**src/rtl/mem_stage_if.sv**
```systemverilog
// -----------------------------------------------------------------------------
// mem_stage_pkg / mem_stage_if
//
// Purpose:
//   mem_stage_pkg holds the pipeline bundles that enter and leave the memory
//   stage. mem_stage_if groups the valid/grant data-memory bus.
//
// mem_stage_if signals:
//   req     master->slave  bus request
//   we      master->slave  1 = store, 0 = load
//   addr    master->slave  32-bit word address
//   wdata   master->slave  32-bit store data
//   gnt     slave->master  request accepted this cycle
//   rvalid  slave->master  load data valid this cycle
//   rdata   slave->master  32-bit load data
// -----------------------------------------------------------------------------
package mem_stage_pkg;

  typedef struct packed {
    logic [31:0] alu_result;
    logic [31:0] write_data;
    logic        mem_write;
    logic        mem_read;
    logic        reg_write;
    logic [4:0]  rd;
  } ex_to_mem_s;

  typedef struct packed {
    logic [31:0] result;
    logic [4:0]  rd;
    logic        reg_write;
  } mem_to_wb_s;

  // An all-zero write-back bundle never writes the register file.
  localparam mem_to_wb_s WB_BUBBLE = '0;

endpackage

interface mem_stage_if;
  logic        req;
  logic        we;
  logic [31:0] addr;
  logic [31:0] wdata;
  logic        gnt;
  logic        rvalid;
  logic [31:0] rdata;

  modport master (output req, we, addr, wdata, input gnt, rvalid, rdata);
  modport slave  (input req, we, addr, wdata, output gnt, rvalid, rdata);
endinterface

```
**src/rtl/mem_stage.sv**
```systemverilog
// -----------------------------------------------------------------------------
// mem_stage
//
// Purpose:
//   Memory-access stage of the five-stage RV32I pipeline. Issues word loads
//   and stores on the data-memory bus, stalls upstream while a transaction is
//   outstanding and registers the write-back bundle.
//
// Ports:
//   clk            pipeline clock, rising edge
//   rst            asynchronous reset, active-high
//   ex_to_mem_i    registered bundle from execute (stable while stalled)
//   mem_to_wb_o    registered bundle to write-back
//   stall_o        combinational; upstream holds its registers while high
//   dmem           data-memory bus (mem_stage_if.master)
//   misalign_o     registered one-cycle misaligned-access pulse
//   stall_count_o  saturating count of stalled cycles
//
// Build option:
//   MEM_STAGE_ALIGN_CHECK_EN  when defined, accesses with alu_result[1:0] != 0
//                             are dropped (bubble + misalign pulse). When not
//                             defined, the low address bits are cleared and
//                             the access proceeds; misalign_o is tied to 0.
// -----------------------------------------------------------------------------
module mem_stage
  import mem_stage_pkg::*;
(
  input  logic               clk,
  input  logic               rst,
  input  ex_to_mem_s         ex_to_mem_i,
  output mem_to_wb_s         mem_to_wb_o,
  output logic               stall_o,
  mem_stage_if.master        dmem,
  output logic               misalign_o,
  output logic [31:0]        stall_count_o
);

  typedef enum logic {
    IDLE   = 1'b0,
    WAIT_R = 1'b1
  } state_e;

  state_e      state_q, state_d;
  mem_to_wb_s  mem_to_wb_q, mem_to_wb_d;
  logic [31:0] stall_count_q, stall_count_d;
  logic        req;
  logic        stall;
  logic        access;
  logic        is_store;
  logic        misaligned;
  mem_to_wb_s  wb_pass;

  assign access   = ex_to_mem_i.mem_read | ex_to_mem_i.mem_write;
  // A request with both flags set is treated as a store.
  assign is_store = ex_to_mem_i.mem_write;

  assign wb_pass.result    = ex_to_mem_i.alu_result;
  assign wb_pass.rd        = ex_to_mem_i.rd;
  assign wb_pass.reg_write = ex_to_mem_i.reg_write;

`ifdef MEM_STAGE_ALIGN_CHECK_EN
  assign misaligned = access && (ex_to_mem_i.alu_result[1:0] != 2'b00);
  // Misaligned accesses are never issued, so the address needs no masking.
  assign dmem.addr  = ex_to_mem_i.alu_result;
`else
  assign misaligned = 1'b0;
  assign dmem.addr  = {ex_to_mem_i.alu_result[31:2], 2'b00};
`endif

  assign dmem.we    = is_store;
  assign dmem.wdata = ex_to_mem_i.write_data;
  assign dmem.req   = req;
  assign stall_o    = stall;

  // NOTE: every signal written below gets a default first, so no path leaves
  // one unassigned and no latch is inferred.
  always_comb begin
    state_d     = state_q;
    mem_to_wb_d = WB_BUBBLE;
    req         = 1'b0;
    stall       = 1'b0;

    unique case (state_q)
      IDLE: begin
        if (!access) begin
          mem_to_wb_d = wb_pass;
        end else if (!misaligned) begin
          req = 1'b1;
          if (dmem.gnt) begin
            if (is_store) begin
              mem_to_wb_d = wb_pass;
            end else begin
              state_d = WAIT_R;
              stall   = 1'b1;
            end
          end else begin
            // Request stays up; address/data hold because upstream is frozen.
            stall = 1'b1;
          end
        end
        // A dropped misaligned access leaves the bubble and no stall.
      end

      WAIT_R: begin
        // rd/reg_write still come from ex_to_mem_i, which is held by the stall.
        if (dmem.rvalid) begin
          mem_to_wb_d.result    = dmem.rdata;
          mem_to_wb_d.rd        = ex_to_mem_i.rd;
          mem_to_wb_d.reg_write = ex_to_mem_i.reg_write;
          state_d               = IDLE;
        end else begin
          stall = 1'b1;
        end
      end

      default: state_d = IDLE;
    endcase
  end

  assign stall_count_d = (stall && (stall_count_q != 32'hFFFF_FFFF))
                       ? stall_count_q + 32'd1
                       : stall_count_q;

  // NOTE: state uses non-blocking assignments so every register samples the
  // pre-edge values regardless of statement order.
  always_ff @(posedge clk or posedge rst) begin
    if (rst) begin
      state_q       <= IDLE;
      mem_to_wb_q   <= WB_BUBBLE;
      stall_count_q <= '0;
    end else begin
      state_q       <= state_d;
      mem_to_wb_q   <= mem_to_wb_d;
      stall_count_q <= stall_count_d;
    end
  end

`ifdef MEM_STAGE_ALIGN_CHECK_EN
  logic misalign_q;

  always_ff @(posedge clk or posedge rst) begin
    if (rst) misalign_q <= 1'b0;
    else     misalign_q <= misaligned;
  end

  assign misalign_o = misalign_q;
`else
  assign misalign_o = 1'b0;
`endif

  assign mem_to_wb_o   = mem_to_wb_q;
  assign stall_count_o = stall_count_q;

endmodule

```
**src/flat_wrapper.sv**
```systemverilog
// flat-port wrapper written by rule: the top's interface ports become plain ports
module mem_stage_flat import mem_stage_pkg::*;
  (clk, rst, ex_to_mem_i, mem_to_wb_o, stall_o, misalign_o, stall_count_o, dmem_req, dmem_we, dmem_addr, dmem_wdata, dmem_gnt, dmem_rvalid, dmem_rdata);
  mem_stage_if dmem_i ();
  input  logic clk;
  input  logic rst;
  input  ex_to_mem_s ex_to_mem_i;
  output mem_to_wb_s mem_to_wb_o;
  output logic stall_o;
  output logic misalign_o;
  output logic [31:0] stall_count_o;
  output wire logic [$bits(dmem_i.req)-1:0] dmem_req;
  output wire logic [$bits(dmem_i.we)-1:0] dmem_we;
  output wire logic [$bits(dmem_i.addr)-1:0] dmem_addr;
  output wire logic [$bits(dmem_i.wdata)-1:0] dmem_wdata;
  input wire logic [$bits(dmem_i.gnt)-1:0] dmem_gnt;
  input wire logic [$bits(dmem_i.rvalid)-1:0] dmem_rvalid;
  input wire logic [$bits(dmem_i.rdata)-1:0] dmem_rdata;
  assign dmem_req = dmem_i.req;
  assign dmem_we = dmem_i.we;
  assign dmem_addr = dmem_i.addr;
  assign dmem_wdata = dmem_i.wdata;
  assign dmem_i.gnt = dmem_gnt;
  assign dmem_i.rvalid = dmem_rvalid;
  assign dmem_i.rdata = dmem_rdata;
  mem_stage u_core (.clk(clk), .rst(rst), .ex_to_mem_i(ex_to_mem_i), .mem_to_wb_o(mem_to_wb_o), .stall_o(stall_o), .dmem(dmem_i), .misalign_o(misalign_o), .stall_count_o(stall_count_o));
endmodule
```
**config.mk**
```make
export PLATFORM = sky130hd
export DESIGN_NAME = mem_stage_flat
export DESIGN_NICKNAME = d
export VERILOG_FILES = /design/src/rtl/mem_stage_if.sv /design/src/rtl/mem_stage.sv /design/src/flat_wrapper.sv
export SDC_FILE = /design/constraint.sdc
export NUM_CORES = 1
export LEC_CHECK = 0
export CORE_AREA = 3 3 100 102
export CTS_CLUSTER_DIAMETER = 120
export DETAILED_ROUTE_END_ITERATION = 16
export DIE_AREA = 0 0 103 105
export GPL_ROUTABILITY_DRIVEN = 0
export PLACE_DENSITY = 0.93
export SYNTH_ARGS = -nofsm -noshare
export SYNTH_HDL_FRONTEND = slang
export SYNTH_SLANG_ARGS = --single-unit
```
**constraint.sdc**
```tcl
create_clock -name clk -period 5 [get_ports clk]
set_input_delay 0.75 -clock clk [delete_from_list [all_inputs] [get_ports clk]]
set_output_delay 0.75 -clock clk [all_outputs]
set_load 0.01 [all_outputs]
```
* After elaboration in Yosys (flattened, before gate mapping)
Index checks and enable logic that the tools add are counted.
Cells by class: add/subtract/negate cells 1, equal/unequal tests 1, muxes and demuxes 15, bitwise gates (word level) 2, reductions and logical operators 1
Operators with widths (number):
- $mux W38 | 4
- $pmux W38 S2 | 1
- $add A32 B1 Y32 const B | 1
- $ne A32 B32 Y1 const B | 1
- $mux W1 | 8
- $pmux W1 S2 | 2
- $logic_and A1 B1 Y1 | 1
- $not A1 Y1 | 1
- $or A1 B1 Y1 | 1
Word-level totals: register bits after elaboration 71, input bits 108, output and inout bits 138, word-level logic and storage cells 25

* Depth between registers and ports, before layout
Gate-level depths: netlist (run 1).
word-level depth 5, gate-level depth with buffers 7

* Least setup slack after synthesis (run 1)
Ideal clock, no wire load.
path type input to output, start point input dmem_gnt, end point output stall_o, data arrival time 1.402 ns, data required time 4.250 ns, setup slack 2.848 ns, stages on the path 3, path buffers 0, cell sequence and2_1 -> o31a_2 -> inv_1
Between the ends: word-level cells in the longest chain between the ends 3
RTL lines:
- start, declared | line flat_wrapper.sv:16 | input wire logic [$bits(dmem_i.gnt)-1:0] dmem_gnt;
- $mux W1 | line mem_stage.sv:89 | if (dmem.gnt) begin
- $mux W1 | line mem_stage.sv:85 | if (!access) begin
- $pmux W1 S2 | line mem_stage.sv:83 | unique case (state_q)
- end, declared | line flat_wrapper.sv:9 | output logic stall_o;
No other way between the ends.

* Worst setup path in the final report (run 1)
start point input ex_to_mem_i[7] (netlist bit), end point output stall_o
Between the ends: word-level cells in the longest chain between the ends 4, elaborated cells between the ends (all ways) 5
RTL lines:
- start, declared | line flat_wrapper.sv:7 | input ex_to_mem_s ex_to_mem_i;
- $mux W1 | line mem_stage.sv:90 | if (is_store) begin
- $mux W1 | line mem_stage.sv:89
- $mux W1 * | line mem_stage.sv:85
- $pmux W1 S2 * | line mem_stage.sv:83
Mark *: on every way between the ends. The rest lies on a longest branch, timed or not.

==> results of run 1 <==
[layout make-up]
cell class,instances,area [sq um]
fill,780,4120
timing repair buffer,180,1800
sequential,71,1780
multi-input combinational,155,1120
tap,111,139
clock buffer,10,138
clock inverter,6,91.3
inverter,5,18.8
[metal layers]
layer | vias up | wire length (um) | GRT usage
met5 | - | 0 | 0
met4 | 0 | 108 | 0.0527
met3 | 13 | 798 | 0.0628
met2 | 130 | 5510 | 0.330
met1 | 1314 | 3600 | 0.209
li1 | 1230 | - | -
[synth_stat cells, types with 2 or more instances]
cell and number:
dfrtp_1 71, buf_4 66, a22o_1 32, xnor2_1 21, nand4_1 16, nand3_1 14, and2_1 12, nor2_1 11
nand2_1 9, clkbuf_1 7, xor2_1 6, inv_1 5, nor3_1 4, and3_1 3, and3_2 3, and4_1 2
mux2_2 2, o21ai_0 2
[worst max-delay path by stage]
stage	from	slack, ns	end
finish	ex_to_mem_i[7]	1.73	stall_o
global route	ex_to_mem_i[7]	1.62	stall_o
CTS	ex_to_mem_i[7]	1.72	stall_o
detailed placement	ex_to_mem_i[7]	1.73	stall_o
global placement	ex_to_mem_i[7]	1.78	stall_o
floorplan	rst	2.45	u_core.mem_to_wb_o[0]$_DFF_PP0_
[state kept, by name, indices dropped and copies added, names as in the netlist]
register and cells:
u_core.state_q 1, u_core.mem_to_wb_o 38, u_core.stall_count_o 32
[critical path: cells and delay by family]
family | cells | cell delay [ns]
and+or+nand+nor | 1 | 0.09
buffers and inverters | 3 | 1.28
AOI/OAI and AO/OA | 1 | 0.41
[cells by family after synthesis]
group / Yosys count / share of synthesized area
other: 1 / 0.00109
muxes: 3 / 0.00946
buffers and inverters: 79 / 0.161
xor gates and xnor gates: 27 / 0.0688
and+or+nand+nor: 81 / 0.137
adders and majority gates: 1 / 0.00364
AOI/OAI and AO/OA: 40 / 0.103
DFF: 71 / 0.517
[power groups by stage]
stage	clock network, mW	registers (mW)	logic (mW)
2_1_floorplan	0	0.705	0.158
3_3_place_gp	0	0.685	0.363
3_5_place_dp	0	0.689	0.369
4_1_cts	0.537	0.678	0.372
5_1_grt	0.560	0.686	0.394
6_report	0.520	0.677	0.366
[through the flow]
| stage | power, mW | utilization | std cells | setup slack (ns) | instance area [sq um] |
|---|---|---|---|---|---|
| 2_1_floorplan | 0.863 | - | 305 | 2.45 | 3440 |
| 3_3_place_gp | 1.05 | 0.527 | 522 | 1.78 | 4850 |
| 3_5_place_dp | 1.06 | 0.527 | 522 | 1.73 | 4850 |
| 4_1_cts | 1.59 | 0.552 | 538 | 1.72 | 5080 |
| 5_1_grt | 1.64 | 0.552 | 538 | 1.62 | 5080 |
| 6_report | 1.56 | 0.552 | 538 | 1.73 | 5080 |
==> out/metrics.yaml, run 1 <==
drt:
  wl_per_cell_um: 18.6
  firstDrtPassIters: 4
  drc_errors: 0
  drtIter0Drc: 94
  routed_wl_um: 10000
  ant_nets: 0
  vias_per_cell: 4.99
  vias: 2687
pwr:
  internal_power_mw: 1.15
  cellLeakagePower_nw: 2.17
  p_sw_mw: 0.417
  power_frac_seq: 0.433
  clkPwrFrac: 0.333
  vdd_drop_max_mv: 0.145
  netSwitchingFraction: 0.267
  p_per_area_mw_per_mm2: 308
  pwr-share-comb: 0.234
die:
  ioPinCount: 246
  die_h_um: 105
  core-area_sq_mm: 0.00920
  initial_core_util: 0.374
  die_w_um: 103
  die_area_sq_mm: 0.0108
  fp-row-count: 35
global_routing:
  grt_use_total: 0.186
  grt_pass1_wl_um: 15500
  grt_pass1_vias: 2867
  grt_max_degree: 40
  antenna_found_initial: 0
  gr-total-overflow: 0
hold_path:
  hold_path_end: "u_core.stall_count_o[19]$_DFFE_PP0P_"
  hp-start: "u_core.stall_count_o[19]$_DFFE_PP0P_"
  hp-class: "flop to flop"
  holdPathStages: 1
clock_tree:
  clockBufferDepth: 2
  htree_levels: 3
  post-cts-setup-buffers: 0
  numCtsBuffers: 9
  tritoncts: "done"
  clock-sinks: 71
  cts_root_buf: "clkbuf_8"
  clkSlewWorstSetupHoldPaths_ns: 0.09
  insertion_delay_ns: 0.33
  holdBufCountCts: 0
  cts_resized: 0
timing:
  slew_violations: 0
  clock_skew_ns: 0.0158
  relSlewSlack: 0.204
  hold_viol: 0
  fmax_mhz: 306
  whs_ns: 0.502
  setup_viol: 0
  finalCritPeriodShare: 0.655
  fin_crit_ns: 3.27
  worstMarginPinSlew_ns: 1.19
  tns_ns: 0
  grt_setup_unrepaired: "no"
logic_synthesis:
  synth-async-reset-ratio: 1.00
  synth.avg_cell_area_sq_um: 11.3
  syn_area_sq_mm: 0.00344
  yosys_warnings: 0
  netlist_instances: 303
  ys_top_cells_by_area: "dfrtp_1, buf_4, a22o_1, xnor2_1, nand4_1"
  synth_cell_types: 35
  synth_area_leader_cell: "dfrtp_1"
  synth_edf_count: 0
  yosysTopAreaCellShare: 0.517
  synthFlopType: "dfrtp_1"
  ys_ff_latch: 71
  yosysSeqAreaShare: 0.517
worst_setup_path:
  endpoint_kind: "primary output"
  start_kind: "input pin"
  cp.arrival_ns: 2.52
  crit_type: "input pin to primary output"
  path_cells: "clkdlybuf4s50_1 > nor2_1 > o31a_2 > inv_1 > clkdlybuf4s50_1"
  crit_fanout: 8
  worstRegToRegCells: 5
  cpMostUsedCell: "clkdlybuf4s50_1"
  cp.required_ns: 4.25
  reg2reg_slack_ns: 2.83
  regToRegStartpoint: "u_core.stall_count_o[0]$_DFFE_PP0P_"
  max_stage_delay_ns: 0.59
  cp_slowest_cell: "clkdlybuf4s50_1"
  reg2reg_to: "u_core.stall_count_o[1]$_DFFE_PP0P_"
final_layout:
  final_cell_mix: "clkdlybuf4s50_1, dfrtp_1, a22o_1"
  nets: 531
  antennaDiodeCount: 0
  drive_above_1_share: 0.0679
  layout_commonest_cell: "clkdlybuf4s50_1"
  areaGrowthSynthToFinish_pct: 47.8
run:
  drv_cap: 0
placed_design:
  place_hpwl_um: 7800
  io_buffers: 178
outcome:
  outcome: "complete, no violations"
Note: power is estimated with default switching activity, not from simulation.
==> inputs of run 2 (changes only) <==
Settings changed: CORE_AREA 3 3 100 102 to 3 3 104 106, DIE_AREA 0 0 103 105 to 0 0 107 109, PLACE_DENSITY 0.93 to 0.87.
Clock period 5 ns to 3.2 ns, I/O delays scaled along.
==> out/metrics.yaml, run 2 (synthesis gave the netlist of run 1 again) <==
final_layout:
  largest_reg_flops: 38  # unchanged
  nets: 532  # was 531
  drive_above_1_share: 0.0654  # was 0.0679
  fill_cells: 852  # was 780
  antennaDiodeCount: 0  # unchanged
  layout_commonest_cell: "clkdlybuf4s50_1"  # unchanged
  areaGrowthSynthToFinish_pct: 49.0  # was 47.8%
  final_cell_mix: "clkdlybuf4s50_1, dfrtp_1, a22o_1"  # unchanged
die:
  ioPinCount: 246  # unchanged
  die_h_um: 109  # was 105 um
  fp-row-count: 36  # was 35
  die_w_um: 107  # was 103 um
  initial_core_util: 0.348  # was 0.374
  core-area_sq_mm: 0.00986  # was 0.00920 sq mm
  die_area_sq_mm: 0.0117  # was 0.0108 sq mm
clock_tree:
  clkSlewWorstSetupHoldPaths_ns: 0.08  # was 0.09 ns
  cts_root_buf: "clkbuf_8"  # unchanged
  clockBufferDepth: 2  # unchanged
  htree_levels: 3  # unchanged
  insertion_delay_ns: 0.35  # was 0.33 ns
  cts_resized: 0  # unchanged
  numCtsBuffers: 9  # unchanged
  holdBufCountCts: 0  # unchanged
  clock-sinks: 71  # unchanged
  tritoncts: "done"  # unchanged
  post-cts-setup-buffers: 0  # unchanged
pwr:
  cellLeakagePower_nw: 2.17  # about the same
  totalPowerFinal_mw: 2.45  # was 1.56 mW
  p_per_area_mw_per_mm2: 479  # was 308 mW/mm^2
  vdd_drop_max_mv: 0.241  # was 0.145 mV
timing:
  setup_ws_ns: 0.462  # was 1.73 ns
  setup_viol: 0  # unchanged
  worstMarginPinSlew_ns: 0.729  # was 1.19 ns
  slew_violations: 0  # unchanged
  hold_viol: 0  # unchanged
  grt_setup_unrepaired: "no"  # unchanged
  relSlewSlack: 0.513  # was 0.204
  fmax_mhz: 365
  clock_skew_ns: 0.0125  # was 0.0158 ns
  finalCritPeriodShare: 0.856
  tns_ns: 0  # unchanged
  fin_crit_ns: 2.74
drt:
  vias: 2709  # was 2,687
  drtIter0Drc: 73  # was 94
  ant_nets: 0  # unchanged
  firstDrtPassIters: 4  # unchanged
  wl_per_cell_um: 17.6  # was 18.6 um
  routed_wl_um: 9890  # was 10,000 um
  vias_per_cell: 4.83  # was 4.99
  drc_errors: 0  # unchanged
worst_setup_path:
  endpoint_kind: "primary output"  # unchanged
  start_kind: "input pin"  # unchanged
  crit_fanout: 8  # unchanged
  cp.required_ns: 2.72  # was 4.25 ns
  crit_type: "input pin to primary output"  # unchanged
  cp.arrival_ns: 2.26  # was 2.52 ns
  startpoint: "ex_to_mem_i[7]"  # unchanged
  regToRegStartpoint: "u_core.stall_count_o[11]$_DFFE_PP0P_"  # was u_core.stall_count_o[0]$_DFFE_PP0P_
global_routing:
  grt_pass1_vias: 2860  # was 2,867
  grt_pass1_wl_um: 15400  # was 15,500 um
  grt_use_total: 0.173  # was 0.186
  antenna_found_initial: 0  # unchanged
  grt_max_degree: 39  # was 40
  gr-total-overflow: 0  # unchanged
hold_path:
  hp-start: "u_core.stall_count_o[21]$_DFFE_PP0P_"  # was u_core.stall_count_o[19]$_DFFE_PP0P_
  hp-class: "flop to flop"  # unchanged
placed_design:
  dp_slack_ns: 0.480  # was 1.73 ns
  place_hpwl_um: 7840  # was 7800 um
  io_buffers: 178  # unchanged
outcome:
  outcome: "complete, no violations"  # unchanged
run:
  drv_cap: 0  # unchanged
## run 2: cell types whose count changed in the layout (fill, tap and decap cells not counted)
cell      before  now
clkbuf_8      10   11
clkbuf_1       0    2
clkinv_4       2    0
inv_6          1    0
buf_12         0    1
## run 2: metal layers
| layer | vias to the layer above | GRT usage | share of wire |
|---|---|---|---|
| met2 | 131 | 0.309 | 0.54 |
| li1 | 1234 | - | - |
| met5 | - | 0 | 0 |
| met1 | 1337 | 0.196 | 0.37 |
| met3 | 7 | 0.0598 | 0.077 |
| met4 | 0 | 0.0475 | 0.0083 |
## run 2: metrics by stage
step                       util  hold WS (ns)  cell area (sq um)  instances
final                     0.519         0.499               5120        561
after global routing      0.519         0.519               5120        561
after CTS                 0.519         0.503               5120        561
after detailed placement  0.496         0.491               4900        545
after global placement    0.496         0.480               4900        545
after floorplan               -         0.525               3440        305
## run 2: area by class of cell
| class | instances | area [sq um] | share of cell area |
|---|---|---|---|
| clock buffer | 13 | 159 | 0.0310 |
| clock inverter | 3 | 65.1 | 0.0127 |
| inverter | 5 | 18.8 | 0.00366 |
| multi-input combinational | 155 | 1120 | 0.218 |
| sequential | 71 | 1780 | 0.347 |
| tap | 133 | 166 | 0.0325 |
| timing repair buffer | 181 | 1820 | 0.355 |
## run 2: where the power goes
group	leakage, nW	internal [mW]	switching [mW]	total (mW)
Combinational	1.13	0.344	0.233	0.577
Sequential	0.933	0.982	0.0751	1.06
Clock	0.114	0.482	0.335	0.817
Total	2.17	1.81	0.643	2.45
## run 2: critical path, cell delays in order
cell             delay, ns
clkdlybuf4s50_1       0.51
nor2_1                0.08
o31a_2                0.40
inv_1                 0.18
clkdlybuf4s50_1       0.59
## run 2: path summary, 6_finish.rpt
path / end / slack, ns / cells past startpoint
max: stall_o / 0.46 / 5
min: u_core.stall_count_o[21]$_DFFE_PP0P_ / 0.50 / 1
max reg2reg: u_core.stall_count_o[1]$_DFFE_PP0P_ / 1.06 / 4
min reg2reg: u_core.stall_count_o[21]$_DFFE_PP0P_ / 0.50 / 1
max in group asynchronous: u_core.stall_count_o[0]$_DFFE_PP0P_ / 1.96 / 3
min in group asynchronous: u_core.mem_to_wb_o[33]$_DFF_PP0_ / 0.57 / 2
==> inputs of run 3 (changes only) <==
Settings changed: CORE_AREA 3 3 104 106 to 2 2 103 105, DIE_AREA 0 0 107 109 to 0 0 105 107.
==> out/metrics.yaml, run 3 (synthesis gave the netlist of run 1 again) <==
worst_setup_path:
  endpoint_kind: "primary output"  # unchanged
  reg2reg_slack_ns: 1.01  # was 1.06 ns
  crit_fanout: 8  # unchanged
  cp.arrival_ns: 2.26  # about the same
  startpoint: "ex_to_mem_i[7]"  # unchanged
  reg2reg_to: "u_core.stall_count_o[1]$_DFFE_PP0P_"  # unchanged
  endpoint: "stall_o"  # unchanged
  start_kind: "input pin"  # unchanged
  cp.required_ns: 2.72  # about the same
  crit_type: "input pin to primary output"  # unchanged
  regToRegStartpoint: "u_core.stall_count_o[0]$_DFFE_PP0P_"  # was u_core.stall_count_o[11]$_DFFE_PP0P_
  worstRegToRegCells: 5  # was 4
outcome:
  outcome: "complete, no violations"  # unchanged
clock_tree:
  htree_levels: 3  # unchanged
  holdBufCountCts: 0  # unchanged
  clockBufferDepth: 2  # unchanged
  post-cts-setup-buffers: 0  # unchanged
  cts_root_buf: "clkbuf_8"  # unchanged
  cts_resized: 0  # unchanged
  numCtsBuffers: 9  # unchanged
  tritoncts: "done"  # unchanged
  clock-sinks: 71  # unchanged
  insertion_delay_ns: 0.33  # was 0.35 ns
  clkSlewWorstSetupHoldPaths_ns: 0.08  # about the same
final_layout:
  nets: 533  # was 532
  areaGrowthSynthToFinish_pct: 48.6  # was 49.0%
  drive_above_1_share: 0.0699  # was 0.0654
  finish.utilization: 0.506  # was 0.519
  final_area_sq_mm: 0.00511  # was 0.00512 sq mm
  layout_commonest_cell: "clkdlybuf4s50_1"  # unchanged
  fill_cells: 935  # was 852
  antennaDiodeCount: 0  # unchanged
  largest_reg_flops: 38  # unchanged
  final_cell_mix: "clkdlybuf4s50_1, dfrtp_1, a22o_1"  # unchanged
  multi_input_comb_area_sq_mm: 0.00112  # unchanged
  seqCellArea_sq_mm: 0.00178  # unchanged
die:
  core-area_sq_mm: 0.0101  # was 0.00986 sq mm
  fp-row-count: 37  # was 36
  ioPinCount: 246  # unchanged
  die_w_um: 105  # was 107 um
  die_area_sq_mm: 0.0112  # was 0.0117 sq mm
  die_h_um: 107  # was 109 um
  initial_core_util: 0.341  # was 0.348
pwr:
  vdd_drop_max_mv: 0.264  # was 0.241 mV
  cellLeakagePower_nw: 2.16  # was 2.17 nW
  totalPowerFinal_mw: 2.41  # was 2.45 mW
  p_per_area_mw_per_mm2: 473  # was 479 mW/mm^2
global_routing:
  grt_pass1_vias: 2753  # was 2,860
  gr-total-overflow: 0  # unchanged
  antenna_found_initial: 0  # unchanged
  grt_pass1_wl_um: 15000  # was 15,400 um
  grt_use_total: 0.172  # was 0.173
  grt_max_degree: 45  # was 39
placed_design:
  io_buffers: 178  # unchanged
  placedInstanceArea_sq_mm: 0.00490  # about the same
  place_hpwl_um: 7660  # was 7840 um
drt:
  ant_nets: 0  # unchanged
  vias_per_cell: 4.75  # was 4.83
  vias: 2681  # was 2,709
  firstDrtPassIters: 4  # unchanged
  wl_per_cell_um: 17.3  # was 17.6 um
  routed_wl_um: 9750  # was 9890 um
  drc_errors: 0  # unchanged
  drtIter0Drc: 95  # was 73
run:
  drv_cap: 0  # unchanged
timing:
  fin_crit_ns: 2.74  # about the same
  fmax_mhz: 365  # about the same
  worstMarginPinSlew_ns: 0.908  # was 0.729 ns
  setup_viol: 0  # unchanged
  finalCritPeriodShare: 0.856  # about the same
  hold_viol: 0  # unchanged
  relSlewSlack: 0.394  # was 0.513
  grt_setup_unrepaired: "no"  # unchanged
  clock_skew_ns: 0.0114  # was 0.0125 ns
  tns_ns: 0  # unchanged
  slew_violations: 0  # unchanged
hold_path:
  hp-start: "u_core.stall_count_o[21]$_DFFE_PP0P_"  # unchanged
  holdPathStages: 1  # unchanged
  hp-class: "flop to flop"  # unchanged
==> run 3: changes by cell type in the layout (fill, tap and decap cells not counted), sizes merged <==
cell      previous run  this run
clkbuf              13        10
clkinvlp             0         2
buf                  3         4
clkinv               1         2
==> run 3: final cells by class <==
type | instances | area share
repair buffers | 182 | 0.355
clock inverters | 6 | 0.0167
multi-input cells | 155 | 0.219
well taps | 136 | 0.0333
inverters | 5 | 0.00367
flip-flops and latches | 71 | 0.348
clock buffers | 10 | 0.0250
==> run 3: through the flow <==
stage | setup WS (ns) | hold WS [ns] | cells
6_report | 0.462 | 0.509 | 565
5_1_grt | 0.376 | 0.536 | 565
4_1_cts | 0.458 | 0.510 | 565
3_5_place_dp | 0.471 | 0.502 | 549
3_3_place_gp | 0.515 | 0.479 | 549
2_1_floorplan | 0.923 | 0.525 | 305
==> run 3: routing by layer <==
layer	routed length, um	track usage
met1	3680	0.188
met2	5140	0.307
met5	0	0
met3	794	0.0620
met4	138	0.0629
==> run 3: how the worst min path moves through the flow <==
stage | to | slack [ns]
2_1_floorplan | u_core.stall_count_o[19]$_DFFE_PP0P_ | 0.52
3_3_place_gp | u_core.stall_count_o[14]$_DFFE_PP0P_ | 0.48
3_5_place_dp | u_core.stall_count_o[21]$_DFFE_PP0P_ | 0.50
4_1_cts | u_core.stall_count_o[15]$_DFFE_PP0P_ | 0.51
5_1_grt | u_core.stall_count_o[15]$_DFFE_PP0P_ | 0.54
6_report | u_core.stall_count_o[21]$_DFFE_PP0P_ | 0.51
==> run 3: power by group <==
part           internal (mW)  switching [mW]  total, mW  leakage [nW]
Clock                  0.437           0.341      0.778         0.102
Sequential             0.982          0.0774       1.06         0.933
Combinational          0.344           0.233      0.577          1.13
==> run 3: critical path: stages <==
cell,delay [ns]
clkdlybuf4s50_1,0.52
nor2_1,0.09
o31a_2,0.41
inv_1,0.17
clkdlybuf4s50_1,0.59
